`config.mk`:
```
export PLATFORM = sky130hd
export DESIGN_NAME = traffic_phase_controller
export DESIGN_NICKNAME = d
export VERILOG_FILES = /design/src/rtl/traffic_pkg.sv /design/src/rtl/traffic_rr_select.sv /design/src/rtl/traffic_phase_controller.sv
export SDC_FILE = /design/constraint.sdc
export NUM_CORES = 1
export LEC_CHECK = 0
export BUFFER_PORTS_ARGS = -buffer_cell sky130_fd_sc_hd__buf_4
export CAP_MARGIN = 20
export CORE_MARGIN = 5
export CORE_UTILIZATION = 57
export DETAILED_ROUTE_END_ITERATION = 10
export PLACE_DENSITY = 0.87
export SLEW_MARGIN = 20
export SYNTH_ARGS = -nofsm -noshare
export SYNTH_HDL_FRONTEND = slang
export SYNTH_SLANG_ARGS = --single-unit
```
`constraint.sdc`:
```
create_clock -name clk -period 2.5 [get_ports clk]
set_clock_uncertainty 0.05 [all_clocks]
set_input_delay 0.375 -clock clk [delete_from_list [all_inputs] [get_ports clk]]
set_output_delay 0.375 -clock clk [all_outputs]
set_load 0.1 [all_outputs]
```
`src/rtl/traffic_pkg.sv`:
```
// ============================================================================
// Module  : traffic_pkg
// Brief   : Shared state encoding, lamp codes and lamp-vector helper for the
//           traffic phase controller.
// Rev     : 1.0  initial release
// ============================================================================
`default_nettype none

package traffic_pkg;

  localparam int MAX_PHASES = 64;

  typedef enum logic [1:0] {
    ALLRED = 2'd0,
    GREEN  = 2'd1,
    YELLOW = 2'd2,
    EMERG  = 2'd3
  } state_t;

  localparam logic [2:0] LAMP_RED    = 3'b100;
  localparam logic [2:0] LAMP_YELLOW = 3'b010;
  localparam logic [2:0] LAMP_GREEN  = 3'b001;

  // Full-width result; callers keep the low 3*n bits.
  function automatic logic [3*MAX_PHASES-1:0] all_red_lamps(input int n);
    logic [3*MAX_PHASES-1:0] v;
    v = '0;
    for (int i = 0; i < MAX_PHASES; i++) begin
      if (i < n) v[3*i +: 3] = LAMP_RED;
    end
    return v;
  endfunction

endpackage

`default_nettype wire

```
`src/rtl/traffic_rr_select.sv`:
```
// ============================================================================
// Module  : traffic_rr_select
// Brief   : Combinational round-robin picker of the next phase to serve.
// Rev     : 1.0  initial release
// ============================================================================
`default_nettype none

module traffic_rr_select #(
  parameter int NUM_PHASES = 4,
  parameter int IW         = $clog2(NUM_PHASES)
) (
  input  logic [NUM_PHASES-1:0] i_req,
  input  logic [IW-1:0]         i_phase_idx,
  output logic [IW-1:0]         o_next_idx
);

  int w_cand;

  // Scan offsets from farthest to nearest so the nearest requester wins;
  // offset NUM_PHASES is the current phase, giving it lowest priority.
  always_comb begin
    w_cand     = 0;
    o_next_idx = IW'((int'(i_phase_idx) + 1) % NUM_PHASES);
    for (int k = NUM_PHASES; k >= 1; k--) begin
      w_cand = (int'(i_phase_idx) + k) % NUM_PHASES;
      if (i_req[IW'(w_cand)]) o_next_idx = IW'(w_cand);
    end
  end

endmodule

`default_nettype wire

```
`src/rtl/traffic_phase_controller.sv`:
```
// ============================================================================
// Module  : traffic_phase_controller
// Brief   : N-phase green/yellow/all-red sequencer with demand-driven
//           round-robin, timebase strobe and emergency preemption.
//           Optional green gap extension: define TRAFFIC_GAP_EXTEND_EN.
// Rev     : 1.0  initial release
// ============================================================================
`default_nettype none

module traffic_phase_controller
  import traffic_pkg::*;
#(
  parameter int NUM_PHASES  = 4,
  parameter int CNT_W       = 8,
  parameter int GREEN_T     = 7,
  parameter int YELLOW_T    = 3,
  parameter int ALLRED_T    = 2,
  parameter int MAX_GREEN_T = 15
) (
  input  logic                          clk,
  input  logic                          rst,
  input  logic                          tick_en,
  input  logic [NUM_PHASES-1:0]         req,
  input  logic                          emerg,
  output logic [3*NUM_PHASES-1:0]       lights,
  output logic [$clog2(NUM_PHASES)-1:0] phase_idx,
  output logic                          in_emerg
);

  localparam int IW = $clog2(NUM_PHASES);
  localparam int LW = 3*NUM_PHASES;

  localparam logic [CNT_W-1:0] c_GREEN_LD  = CNT_W'(GREEN_T - 1);
  localparam logic [CNT_W-1:0] c_YELLOW_LD = CNT_W'(YELLOW_T - 1);
  localparam logic [CNT_W-1:0] c_ALLRED_LD = CNT_W'(ALLRED_T - 1);

  localparam logic [3*MAX_PHASES-1:0] c_ALL_RED_FULL = all_red_lamps(NUM_PHASES);
  localparam logic [LW-1:0]           c_ALL_RED      = c_ALL_RED_FULL[LW-1:0];

  if (NUM_PHASES < 2 || NUM_PHASES > MAX_PHASES || GREEN_T < 1 || YELLOW_T < 1 ||
      ALLRED_T < 1 || MAX_GREEN_T < GREEN_T || MAX_GREEN_T > 2**CNT_W) begin : g_param_check
    $error("traffic_phase_controller: illegal parameter combination");
  end

  function automatic logic [LW-1:0] lamp_at(input logic [IW-1:0] idx, input logic [2:0] code);
    logic [LW-1:0] v;
    v = c_ALL_RED;
    v[3*idx +: 3] = code;
    return v;
  endfunction

  state_t           r_state;
  logic [CNT_W-1:0] r_timer;
  logic [IW-1:0]    r_phase;
  logic [LW-1:0]    r_lights;
  logic             r_in_emerg;
  logic [IW-1:0]    w_next_idx;
  logic             w_expire;

`ifdef TRAFFIC_GAP_EXTEND_EN
  localparam logic [CNT_W:0] c_MAX_G = (CNT_W+1)'(MAX_GREEN_T);
  logic [CNT_W-1:0] r_elapsed;
  logic             w_extend;
  // Stay green while the served approach still has demand and the ceiling allows it.
  assign w_extend = req[r_phase] && (({1'b0, r_elapsed} + 1'b1) < c_MAX_G);
`endif

  traffic_rr_select #(
    .NUM_PHASES (NUM_PHASES),
    .IW         (IW)
  ) u_rr (
    .i_req       (req),
    .i_phase_idx (r_phase),
    .o_next_idx  (w_next_idx)
  );

  assign w_expire = tick_en && (r_timer == '0);

  always_ff @(posedge clk or posedge rst) begin
    if (rst) begin
      r_state    <= ALLRED;
      r_timer    <= c_ALLRED_LD;
      r_phase    <= IW'(NUM_PHASES - 1);
      r_lights   <= c_ALL_RED;
      r_in_emerg <= 1'b0;
`ifdef TRAFFIC_GAP_EXTEND_EN
      r_elapsed  <= '0;
`endif
    end else begin
      case (r_state)
        ALLRED: begin
          if (emerg) begin
            r_state    <= EMERG;
            r_in_emerg <= 1'b1;
          end else if (w_expire) begin
            r_state  <= GREEN;
            r_timer  <= c_GREEN_LD;
            r_phase  <= w_next_idx;
            r_lights <= lamp_at(w_next_idx, LAMP_GREEN);
`ifdef TRAFFIC_GAP_EXTEND_EN
            r_elapsed <= '0;
`endif
          end else if (tick_en) begin
            r_timer <= r_timer - 1'b1;
          end
        end
        GREEN: begin
          if (emerg) begin
            r_state  <= YELLOW;
            r_timer  <= c_YELLOW_LD;
            r_lights <= lamp_at(r_phase, LAMP_YELLOW);
`ifdef TRAFFIC_GAP_EXTEND_EN
          end else if (w_expire && w_extend) begin
            r_elapsed <= r_elapsed + 1'b1;
`endif
          end else if (w_expire) begin
            r_state  <= YELLOW;
            r_timer  <= c_YELLOW_LD;
            r_lights <= lamp_at(r_phase, LAMP_YELLOW);
          end else if (tick_en) begin
            r_timer <= r_timer - 1'b1;
`ifdef TRAFFIC_GAP_EXTEND_EN
            r_elapsed <= r_elapsed + 1'b1;
`endif
          end
        end
        YELLOW: begin
          if (w_expire) begin
            r_state  <= ALLRED;
            r_timer  <= c_ALLRED_LD;
            r_lights <= c_ALL_RED;
          end else if (tick_en) begin
            r_timer <= r_timer - 1'b1;
          end
        end
        EMERG: begin
          if (!emerg) begin
            r_state    <= ALLRED;
            r_timer    <= c_ALLRED_LD;
            r_in_emerg <= 1'b0;
          end
        end
        default: begin
          r_state    <= ALLRED;
          r_timer    <= c_ALLRED_LD;
          r_lights   <= c_ALL_RED;
          r_in_emerg <= 1'b0;
        end
      endcase
    end
  end

  assign lights    = r_lights;
  assign phase_idx = r_phase;
  assign in_emerg  = r_in_emerg;

endmodule

`default_nettype wire
```
* Yosys cells after proc, flatten, opt, wreduce, memory -nomap -nowiden
Cells that the tools add are included. W data, S select, Z words.
Storage, ports and cells: register bits after elaboration 25, latch bits 0, memory bits (writable) 0, memory bits (read-only) 0, input bits 8, output and inout port bits 15, word-level logic and storage cells 89, memories kept 0
Cells by class: add/sub/neg operators 7, multipliers 2, div/mod/pow operators 0, $lt $le $gt $ge 4, equality and inequality tests 10, shifts and indexed selects 4, multiplexer cells 40, bitwise gates (word level) 7, reduce and logical (&&, ||, !) cells 10
Operator list (count):
- $neg A4 Y34 | 2
- $shift A3 B34 Y12 const A | 2
- $shiftx A3 B34 Y12 const A | 2
- $mux W12 | 5
- $mux W8 | 7
- $pmux W12 S3 | 1
- $pmux W8 S4 | 1
- $mux W2 | 10
- $and A8 B8 Y8 | 2
- $lt A2 B4 Y1 const B | 4
- $mux W1 | 10
- $ne A2 B2 Y1 const B | 5
- $bmux W1 S2 | 4
- $logic_not A8 Y1 | 1
- $mul A2 B2 Y4 const A | 2
- $not A4 Y4 | 2
- $or A4 B4 Y4 | 2
- $pmux W2 S4 | 1
- $sub A8 B1 Y8 const B | 1
- $ne A3 B3 Y1 const B | 2
- $reduce_and A3 Y1 | 2
- $reduce_and A5 Y1 | 1
- $add A2 B1 Y2 const B | 2
- $add A2 B2 Y2 const B | 2
- other kinds (10) | 11

* Depth between registers and ports, before layout
Gate-level depths: netlist (run 1).
word-level depth 16, mapped depth 10, gate-level depth less buffers 7

* Cells and area by module
From an unflattened synthesis (run 1), not the netlist that was laid out.
Unflattened totals: cells, all modules 168, area, all modules 1656.6 sq um
Modules (own cells, without submodules):
- traffic_phase_controller | instances 1, cells each 151, area each 1550.2 sq um, seq. area each 634.4 sq um
- traffic_rr_select | instances 1, cells each 17, area each 106.4 sq um, seq. area each 0.0 sq um

* Worst setup path after synthesis (run 1)
No wires, ideal clock.
path type flip-flop to flip-flop, start point register r_phase[0] (netlist: phase_idx[0]), end point register r_lights[6] (netlist: lights[6]), library setup time 0.122 ns, arrival 2.544 ns, required time 2.328 ns, setup slack -0.216 ns, cell stages (with the launch flop) 8, buffers on the path 1, clock period less this slack 2.716 ns, cell sequence dfstp_2 > buf_2 > inv_1 > ha_1 > and3_1 > o32a_1 > and4bb_1 > a22o_1
On the way: word-level cells in the longest chain between the ends 15, elaborated cells between the ends (all ways) 35, classes of those cells add/sub (6); mul (2); shift (4); mux (21); bitwise (2)
RTL lines:
- start, declared | RTL line traffic_phase_controller.sv:54 | logic [IW-1:0] r_phase;
- start signal, assigned | RTL line traffic_phase_controller.sv:83 | r_phase <= IW'(NUM_PHASES - 1);
- start signal, assigned | RTL line traffic_phase_controller.sv:98 | r_phase <= w_next_idx;
- $add A2 B1 Y2 | RTL line traffic_rr_select.sv:25 | w_cand = (int'(i_phase_idx) + k) % NUM_PHASES;
- $bmux W1 S2 | RTL line traffic_rr_select.sv:26 | if (i_req[IW'(w_cand)]) o_next_idx = IW'(w_cand);
- $mux W1 (not written as such) (2 in a row) | RTL line traffic_rr_select.sv:26
- $mux W2 (4 in a row) | RTL line traffic_rr_select.sv:26
- $mul A2 B2 Y4 | RTL line traffic_phase_controller.sv:48 | v[3*idx +: 3] = code;
- $neg A4 Y34 | RTL line traffic_phase_controller.sv:48
- $shiftx A3 B34 Y12 / $shift A3 B34 Y12 (equally long branches) | RTL line traffic_phase_controller.sv:48
- $and A8 B8 Y8 (no line)
- $mux W12 | RTL line traffic_phase_controller.sv:95 | end else if (w_expire) begin
- $mux W12 | RTL line traffic_phase_controller.sv:92 | if (emerg) begin
- $pmux W12 S3 (*) | RTL line traffic_phase_controller.sv:90 | case (r_state)
- end signal, assigned | RTL line traffic_phase_controller.sv:84 | r_lights <= c_ALL_RED;
- end signal, assigned | RTL line traffic_phase_controller.sv:99 | r_lights <= lamp_at(w_next_idx, LAMP_GREEN);
- end signal, assigned | RTL line traffic_phase_controller.sv:111 | r_lights <= lamp_at(r_phase, LAMP_YELLOW);
- end, declared | RTL line traffic_phase_controller.sv:55 | logic [LW-1:0] r_lights;
Mark *: on every way between the ends. The rest lies on a longest branch, timed or not. The select of a mux whose other input is x is not followed. A chain may end at the register's enable or synchronous reset.

* Worst setup path in the final report (run 1)
start point register r_phase[0] (netlist: phase_idx[0]), end point register r_lights[9] (netlist: lights[9])
The elaborated chain is that of the path after synthesis.

==> impl_metrics.tcl, run 1 <==
set metrics [dict create \
    final_nets 218 \
    yosys.area.top_type_share_pct 27.4 \
    clkSlewWorstSetupHoldPaths_ps 150 \
    rows 19 \
    critical_path_peak_fanout 13 \
    synth-edff-count 0 \
    cts_sinks 25 \
    wl_um 3590 \
    status "finished, final reports clean" \
    async_flop_share_pct 100 \
    ys.flop_type "dfrtp_1" \
    grt_max_degree 26 \
    final_cell_mix "26 x buf_4, 18 x dfrtp_1, 17 x o21ai_0" \
    ctsResizeCount 0 \
    max_slew_margin_pct 39.0 \
    ioPinCount 23 \
    initial_core_util_pct 59.5 \
    grt_pass1_wl_um 6440 \
    fin_crit_sh_pct 94.8 \
    ys_top_cells_by_area "dfrtp_1 27%, dfstp_2 11%, ha_1 7.6%, o21ai_0 5.2%, mux2i_1 4.3%" \
    syn-instance-count 176 \
    hp-class "input port to asynchronous set/reset pin" \
    post-route-drc-count 0 \
    syn_area_mm2 0.00164 \
    rsz0062_at_grt "no" \
    yosysTopAreaCell "dfrtp_1" \
    dieArea_mm2 0.00405 \
    ys_seq_elements 25 \
    die_h_um 63.7 \
    criticalPathCategory "flop to flop" \
    wl_per_cell_um 15.6 \
    core_mm2 0.00276 \
    vias 1415 \
    cts-htree-levels 1 \
    hpwlAfterDp_um 2710 \
    setup_violations 0 \
    cap_violations 0 \
    cts_buffers 3 \
    insertion_delay_ps 350 \
    first_pass_iters 4 \
    die_w_um 63.7 \
    postCtsSetupRepairBufs 0 \
    drtIter0Drc 55 \
    fillCellCount 215 \
    crit_arrival_ps 2580 \
    ctsHoldBuffers 0 \
    worst_slew_pin_slew_ps 914 \
    clk_path_buf_depth 2 \
    synth_seq_area_share_pct 38.6 \
    final_antenna_net_count 0 \
    layout_commonest_cell "buf_4" \
    critical_path.startpoint_type "flop" \
    synth_area_per_cell_um2 9.33 \
    drive_above_1_share_pct 23.1 \
    grt_pass1_vias 1395 \
    r2r_slack_ps 130 \
    antenna_cells 0 \
    yosysUniqueCellTypes 46 \
    port_buffers 22 \
    grt_usage_pct 19.6 \
    syn_nets 194 \
    viasPerCell 6.15 \
    place_congestion 0.867 \
    fin_crit_ps 2370 \
    grt_remaining_overflow 0 \
    cts-root-buf "clkbuf_4" \
    hold_viol 0 \
    final-max-slew-violation-count 0 \
    tns_ps 0 \
    cp.required_ps 2710 \
    max_freq_ghz 0.422 \
    synth_warnings 0 \
    cts_tree "yes" \
    areaGrowthSynthToFinish_pct 14.4 \
    antenna_found_initial 0 \
    end_kind "flop" \
]
-- cells in the mapped netlist, types with 2 or more instances --
cell and count:
dfrtp_1 18, o21ai_0 17, nand2_1 15, a21oi_1 12, inv_1 11, nor2_1 11, ha_1 10, dfstp_2 7
mux2i_1 7, nand3_1 6, a22o_1 5, clkbuf_1 5, xnor2_1 5, nor2b_1 4, nor3_1 3, o32a_1 3
a221oi_1 2, a2bb2oi_1 2, o21a_1 2, o22ai_1 2, o2bb2ai_1 2, or2_2 2, or3_1 2
-- per-stage QoR --
step | instance area (um^2) | cells | setup slack [ps] | utilization (%) | hold slack (ps)
2_1_floorplan | 1660 | 176 | 7.99 | - | 347
5_1_grt | 1880 | 230 | 30.1 | 68.1 | 248
3_3_place_gp | 1850 | 226 | 237 | 67.0 | 415
3_5_place_dp | 1850 | 226 | 159 | 67.0 | 433
4_1_cts | 1880 | 230 | 134 | 68.1 | 197
6_report | 1880 | 230 | 131 | 68.1 | 155
-- critical path: stages, from the launching register on --
cell and delay, ps:
dfstp_4 730, inv_1 110, ha_1 340, and3_1 190, o32a_1 380, and4bb_1 270
a22o_1 210
-- final cells by class --
type                            instances  area (um^2)  share of cell area [%]
Clock buffer                            3         22.5                    1.20
Inverter                               11         41.3                    2.20
Clock inverter                          1         7.51                   0.400
Multi-Input combinational cell        133          931                    49.6
Tap cell                               31         38.8                    2.07
Timing Repair Buffer                   26          195                    10.4
Sequential cell                        25          642                    34.2
-- sequential cells by signal, indices dropped and copies added, names as in the netlist --
signal / cells
lights: 12
r_timer: 8
phase_idx: 2
r_state: 2
in_emerg: 1
-- path summary, 6_finish.rpt --
path / start / end / cells past startpoint
setup reg to reg: phase_idx[0]$_DFFE_PP1P_ / lights[9]$_DFFE_PP0P_ / 6
setup / recovery: phase_idx[0]$_DFFE_PP1P_ / lights[9]$_DFFE_PP0P_ / 6
hold / removal: rst / r_timer[6]$_DFFE_PP0P_ / 2
min in group clk: emerg / r_state[0]$_DFFE_PP0P_ / 3
hold reg to reg: lights[4]$_DFFE_PP0P_ / lights[4]$_DFFE_PP0P_ / 2
max in group asynchronous: rst / r_timer[1]$_DFFE_PP0P_ / 2
-- layer usage --
metal / GRT usage (%) / vias to the layer above / share of wire, %
li1: - / 693 / -
met1: 25.6 / 688 / 45
met2: 32.5 / 28 / 49
met3: 1.95 / 6 / 4.1
met4: 8.57 / 0 / 2.0
met5: 0 / - / 0
-- cell families after synthesis --
group | after synthesis | synth area share (%)
flops | 25 | 38.6
mux | 8 | 4.95
simple gates | 54 | 17.9
fa+ha+maj | 10 | 7.62
compound gates | 55 | 23.0
buf+inv | 18 | 4.65
xor+xnor | 6 | 3.20
Power of run 1 is left out: the tool's default activity adds up to more than one toggle a clock period on the data nets, which glitch-free logic cannot reach.
==> run 2, diff against run 1 <==
--- a/config.mk
+++ b/config.mk
@@ -11,6 +11,7 @@
 export CORE_UTILIZATION = 57
 export DETAILED_ROUTE_END_ITERATION = 10
 export PLACE_DENSITY = 0.87
+export RECOVER_POWER = 50
 export SLEW_MARGIN = 20
 export SYNTH_ARGS = -nofsm -noshare
 export SYNTH_HDL_FRONTEND = slang
==> constraint.sdc (replaced) <==
create_clock -name clk -period 2.5 [get_ports clk]
set_clock_uncertainty 0.05 [all_clocks]
set_input_delay 0.25 -clock clk [delete_from_list [all_inputs] [get_ports clk]]
set_output_delay 0.25 -clock clk [all_outputs]
set_load 0.1 [all_outputs]
==> run 2 against run 1 <==
Against the previous run:
- final cell count stayed put
- hold slack worse by 130 ps
- critical path type unchanged
- non-clock buffer count unchanged
- die area unchanged
- routed wire length grew 0.17%
- fmax barely moved
- via count stayed put
- count of clock-buffer cells in the layout is the same
- highest routed layer unchanged
- global-route usage is the same
- flip-flop and latch count is the same
==> impl_metrics.tcl, run 2 (synthesis results as in run 1) <==
set metrics [dict create \
    cts_sinks 25 \
    max_slew_margin_pct 20.9 \
    critical_path.startpoint_type "flop" \
    whs_ps 29.9 \
    setup_violations 0 \
    initial_core_util_pct 59.5 \
    antenna_found_initial 0 \
    clk_path_buf_depth 2 \
    grt_pass1_vias 1395 \
    fin_crit_sh_pct 94.7 \
    die_w_um 63.7 \
    grtUsageMet3_pct 1.95 \
    final-max-slew-violation-count 0 \
    first_pass_iters 4 \
    crit_arrival_ps 2580 \
    clkSlewWorstSetupHoldPaths_ps 150 \
    hold_viol 0 \
    rsz0062_at_grt "no" \
    grt_remaining_overflow 0 \
    core_mm2 0.00276 \
    vias 1415 \
    drtIter0Drc 65 \
    dieArea_mm2 0.00405 \
    ctsHoldBuffers 0 \
    postCtsSetupRepairBufs 0 \
    drive_above_1_share_pct 19.6 \
    place_congestion 0.867 \
    critical_path_peak_fanout 13 \
    cts_buffers 3 \
    wl_um 3600 \
    largest_register_ffs 12 \
    grt_max_degree 26 \
    tns_ps 0 \
    ioPinCount 23 \
    criticalPathCategory "flop to flop" \
    insertion_delay_ps 350 \
    cts-htree-levels 1 \
    rows 19 \
    post-route-drc-count 0 \
    fillCellCount 220 \
    cap_violations 0 \
    final_cell_mix "18 x dfrtp_1, 18 x buf_4, 17 x o21ai_0" \
    viasPerCell 6.15 \
    fin_util_pct 67.2 \
    final_antenna_net_count 0 \
    met2_usage_pct 32.5 \
    max_freq_ghz 0.422 \
    fin_crit_ps 2370 \
    grt_pass1_wl_um 6440 \
    areaGrowthSynthToFinish_pct 12.8 \
    ctsResizeCount 0 \
    gr-usage-met1_pct 25.6 \
    cts-root-buf "clkbuf_4" \
    hp-class "input port to asynchronous set/reset pin" \
    hpwlAfterDp_um 2710 \
    cts_tree "yes" \
    wl_per_cell_um 15.6 \
    end_kind "flop" \
    cp.required_ps 2710 \
    worst_slew_pin_slew_ps 1190 \
    antenna_cells 0 \
    port_buffers 22 \
    grt_usage_pct 19.6 \
    grt.busiest_layer "met2" \
    status "finished, final reports clean" \
    die_h_um 63.7 \
    final_nets 218 \
]
[run 2: cell count changes in the layout (fill, tap and decap cells not counted)]
cell / change
clkbuf_1: +7
clkbuf_4: +1
buf_4: -8
[run 2: per-layer routing]
metal / vias up / routed length, um
li1: 692 / -
met1: 687 / 1630
met2: 30 / 1760
met3: 6 / 136
met4: 0 / 72
met5: - / 0
[run 2: final cells by class]
type | instances | area (um^2) | area share [%]
well taps | 31 | 38.8 | 2.09
clock buffers | 3 | 22.5 | 1.22
clock inverters | 1 | 7.51 | 0.405
repair buffers | 26 | 169 | 9.12
flip-flops and latches | 25 | 642 | 34.7
multi-input cells | 133 | 931 | 50.3
inverters | 11 | 41.3 | 2.23
[run 2: per-stage QoR]
| step | instance area, um^2 | setup WS, ps | instances |
|---|---|---|---|
| final | 1850 | 133 | 230 |
| after detailed placement | 1850 | 159 | 226 |
| after floorplan | 1660 | 7.99 | 176 |
| after CTS | 1880 | 134 | 230 |
| after global routing | 1850 | 30.1 | 230 |
| after global placement | 1850 | 237 | 226 |
[run 2: final timing paths]
path / to / startpoint / cells past startpoint / slack [ps]
min in group clk: r_state[0]$_DFFE_PP0P_ / emerg / 3 / 160
hold / removal: r_timer[6]$_DFFE_PP0P_ / rst / 2 / 30
max in group asynchronous: r_timer[1]$_DFFE_PP0P_ / rst / 2 / 1820
setup reg to reg: lights[9]$_DFFE_PP0P_ / phase_idx[0]$_DFFE_PP1P_ / 6 / 130
hold reg to reg: lights[4]$_DFFE_PP0P_ / lights[4]$_DFFE_PP0P_ / 2 / 450
setup / recovery: lights[9]$_DFFE_PP0P_ / phase_idx[0]$_DFFE_PP1P_ / 6 / 130
[run 2: worst max-delay path, cell delays in order (launching register included)]
cell and delay (ps):
dfstp_4 730, inv_1 110, ha_1 340, and3_1 190
o32a_1 380, and4bb_1 260, a22o_1 210
Power of run 2 is left out for the same reason.
==> run 3, diff against run 2 <==
--- a/config.mk
+++ b/config.mk
@@ -7,10 +7,10 @@
 export LEC_CHECK = 0
 export BUFFER_PORTS_ARGS = -buffer_cell sky130_fd_sc_hd__buf_4
 export CAP_MARGIN = 20
-export CORE_MARGIN = 5
-export CORE_UTILIZATION = 57
+export CORE_MARGIN = 3
+export CORE_UTILIZATION = 40
 export DETAILED_ROUTE_END_ITERATION = 10
-export PLACE_DENSITY = 0.87
+export PLACE_DENSITY = 0.67
 export RECOVER_POWER = 50
 export SLEW_MARGIN = 20
 export SYNTH_ARGS = -nofsm -noshare
==> run 3 against run 2 <==
Against the previous run:
- first-iteration DRC count up 18%
- utilization down 17 points
- non-clock buffer count up 3
- routed wire length down 0.17%
- via count down 3.3%
- critical path type unchanged
- hold slack better by 45 ps
- count of clock-buffer cells in the layout up 1
- die area up 21%
- final cell count up 8.7%
==> impl_metrics.tcl, run 3 (synthesis results as in run 1) <==
set metrics [dict create \
    maxUsedRoutingLayer "met4" \
    cp.required_ps 2660 \
    end_kind "flop" \
    fin_util_pct 50.2 \
    worst_slew_pin_slew_ps 1170 \
    port_buffers 22 \
    antenna_found_initial 0 \
    vias 1368 \
    wl_per_cell_um 14.4 \
    hp-class "input port to asynchronous set/reset pin" \
    setup_violations 0 \
    clk_path_buf_depth 2 \
    areaGrowthSynthToFinish_pct 16.2 \
    rsz0062_at_grt "no" \
    initial_core_util_pct 43.2 \
    tns_ps 0 \
    viasPerCell 5.47 \
    cts-root-buf "clkbuf_8" \
    largest_register_ffs 12 \
    die_h_um 70.1 \
    rows 22 \
    route.met3.wl_um 172 \
    hold_viol 0 \
    crit_arrival_ps 2500 \
    first_pass_iters 4 \
    cts_tree "yes" \
    layout_commonest_cell "buf_4" \
    cap_violations 0 \
    die_w_um 70.1 \
    core_mm2 0.00380 \
    final_cell_mix "20 x buf_4, 18 x dfrtp_1, 17 x o21ai_0" \
    grt_max_degree 22 \
    place_congestion 0.866 \
    postCtsSetupRepairBufs 0 \
    post-route-drc-count 0 \
    antenna_cells 0 \
    ctsResizeCount 0 \
    fin_crit_sh_pct 93.9 \
    grt_usage_pct 15.7 \
    multi_input_area_um2 931 \
    cts-htree-levels 1 \
    fin_crit_ps 2350 \
    final-max-slew-violation-count 0 \
    seq_area_um2 642 \
    cts_buffers 3 \
    ctsHoldBuffers 0 \
    final_antenna_net_count 0 \
    clkSlewWorstSetupHoldPaths_ps 90 \
    status "finished, final reports clean" \
    routed-wl-met2_um 1690 \
    wl_um 3590 \
    insertion_delay_ps 260 \
    criticalPathCategory "flop to flop" \
    ioPinCount 23 \
    drive_above_1_share_pct 19.8 \
    dieArea_mm2 0.00491 \
    fillCellCount 391 \
    hpwlAfterDp_um 2830 \
    final_nets 221 \
    drtIter0Drc 77 \
    max_freq_ghz 0.426 \
    critical_path.startpoint_type "flop" \
    grt_pass1_wl_um 6400 \
    max_slew_margin_pct 22.3 \
    grt_pass1_vias 1387 \
    grt_remaining_overflow 0 \
    cts_sinks 25 \
    drt-met1-wl_um 1690 \
    critical_path_peak_fanout 13 \
]
## run 3: final cells by class
| type | instances | area share, % |
|---|---|---|
| clock buffers | 4 | 2.36 |
| inverters | 11 | 2.17 |
| multi-input cells | 133 | 48.8 |
| flip-flops and latches | 25 | 33.7 |
| well taps | 48 | 3.15 |
| repair buffers | 29 | 9.84 |
## run 3: per-stage QoR
stage	area, um^2	hold WS (ps)	setup WS, ps	std cells
floorplan	1660	222	7.99	176
detailed placement	1890	421	175	246
finish	1910	75.2	153	250
global route	1910	159	73.2	250
global placement	1890	400	237	246
CTS	1940	125	157	250
## run 3: metal layers
layer  global-route usage (%)  vias up
met2                     25.6       33
met5                        0        -
met3                     2.45        4
met1                     21.7      645
li1                         -      686
met4                     4.04        0
## run 3: path summary, 6_finish.rpt
| check | start | end | slack [ps] | cells past startpoint |
|---|---|---|---|---|
| min | rst | lights[0]$_DFFE_PP0P_ | 80 | 2 |
| max in group asynchronous | rst | lights[5]$_DFFE_PP1P_ | 1590 | 3 |
| min reg2reg | lights[10]$_DFFE_PP0P_ | lights[10]$_DFFE_PP0P_ | 430 | 2 |
| max reg2reg | phase_idx[0]$_DFFE_PP1P_ | lights[3]$_DFFE_PP0P_ | 150 | 6 |
| max | phase_idx[0]$_DFFE_PP1P_ | lights[3]$_DFFE_PP0P_ | 150 | 6 |
| min in group clk | emerg | r_timer[1]$_DFFE_PP0P_ | 260 | 3 |
## run 3: critical path, stage by stage (launching register included)
cell and delay [ps]:
dfstp_4 710, inv_1 110, ha_1 350, and3_1 190, o32a_1 370, a211oi_2 340, a22o_1 180
Power of run 3 is left out for the same reason.
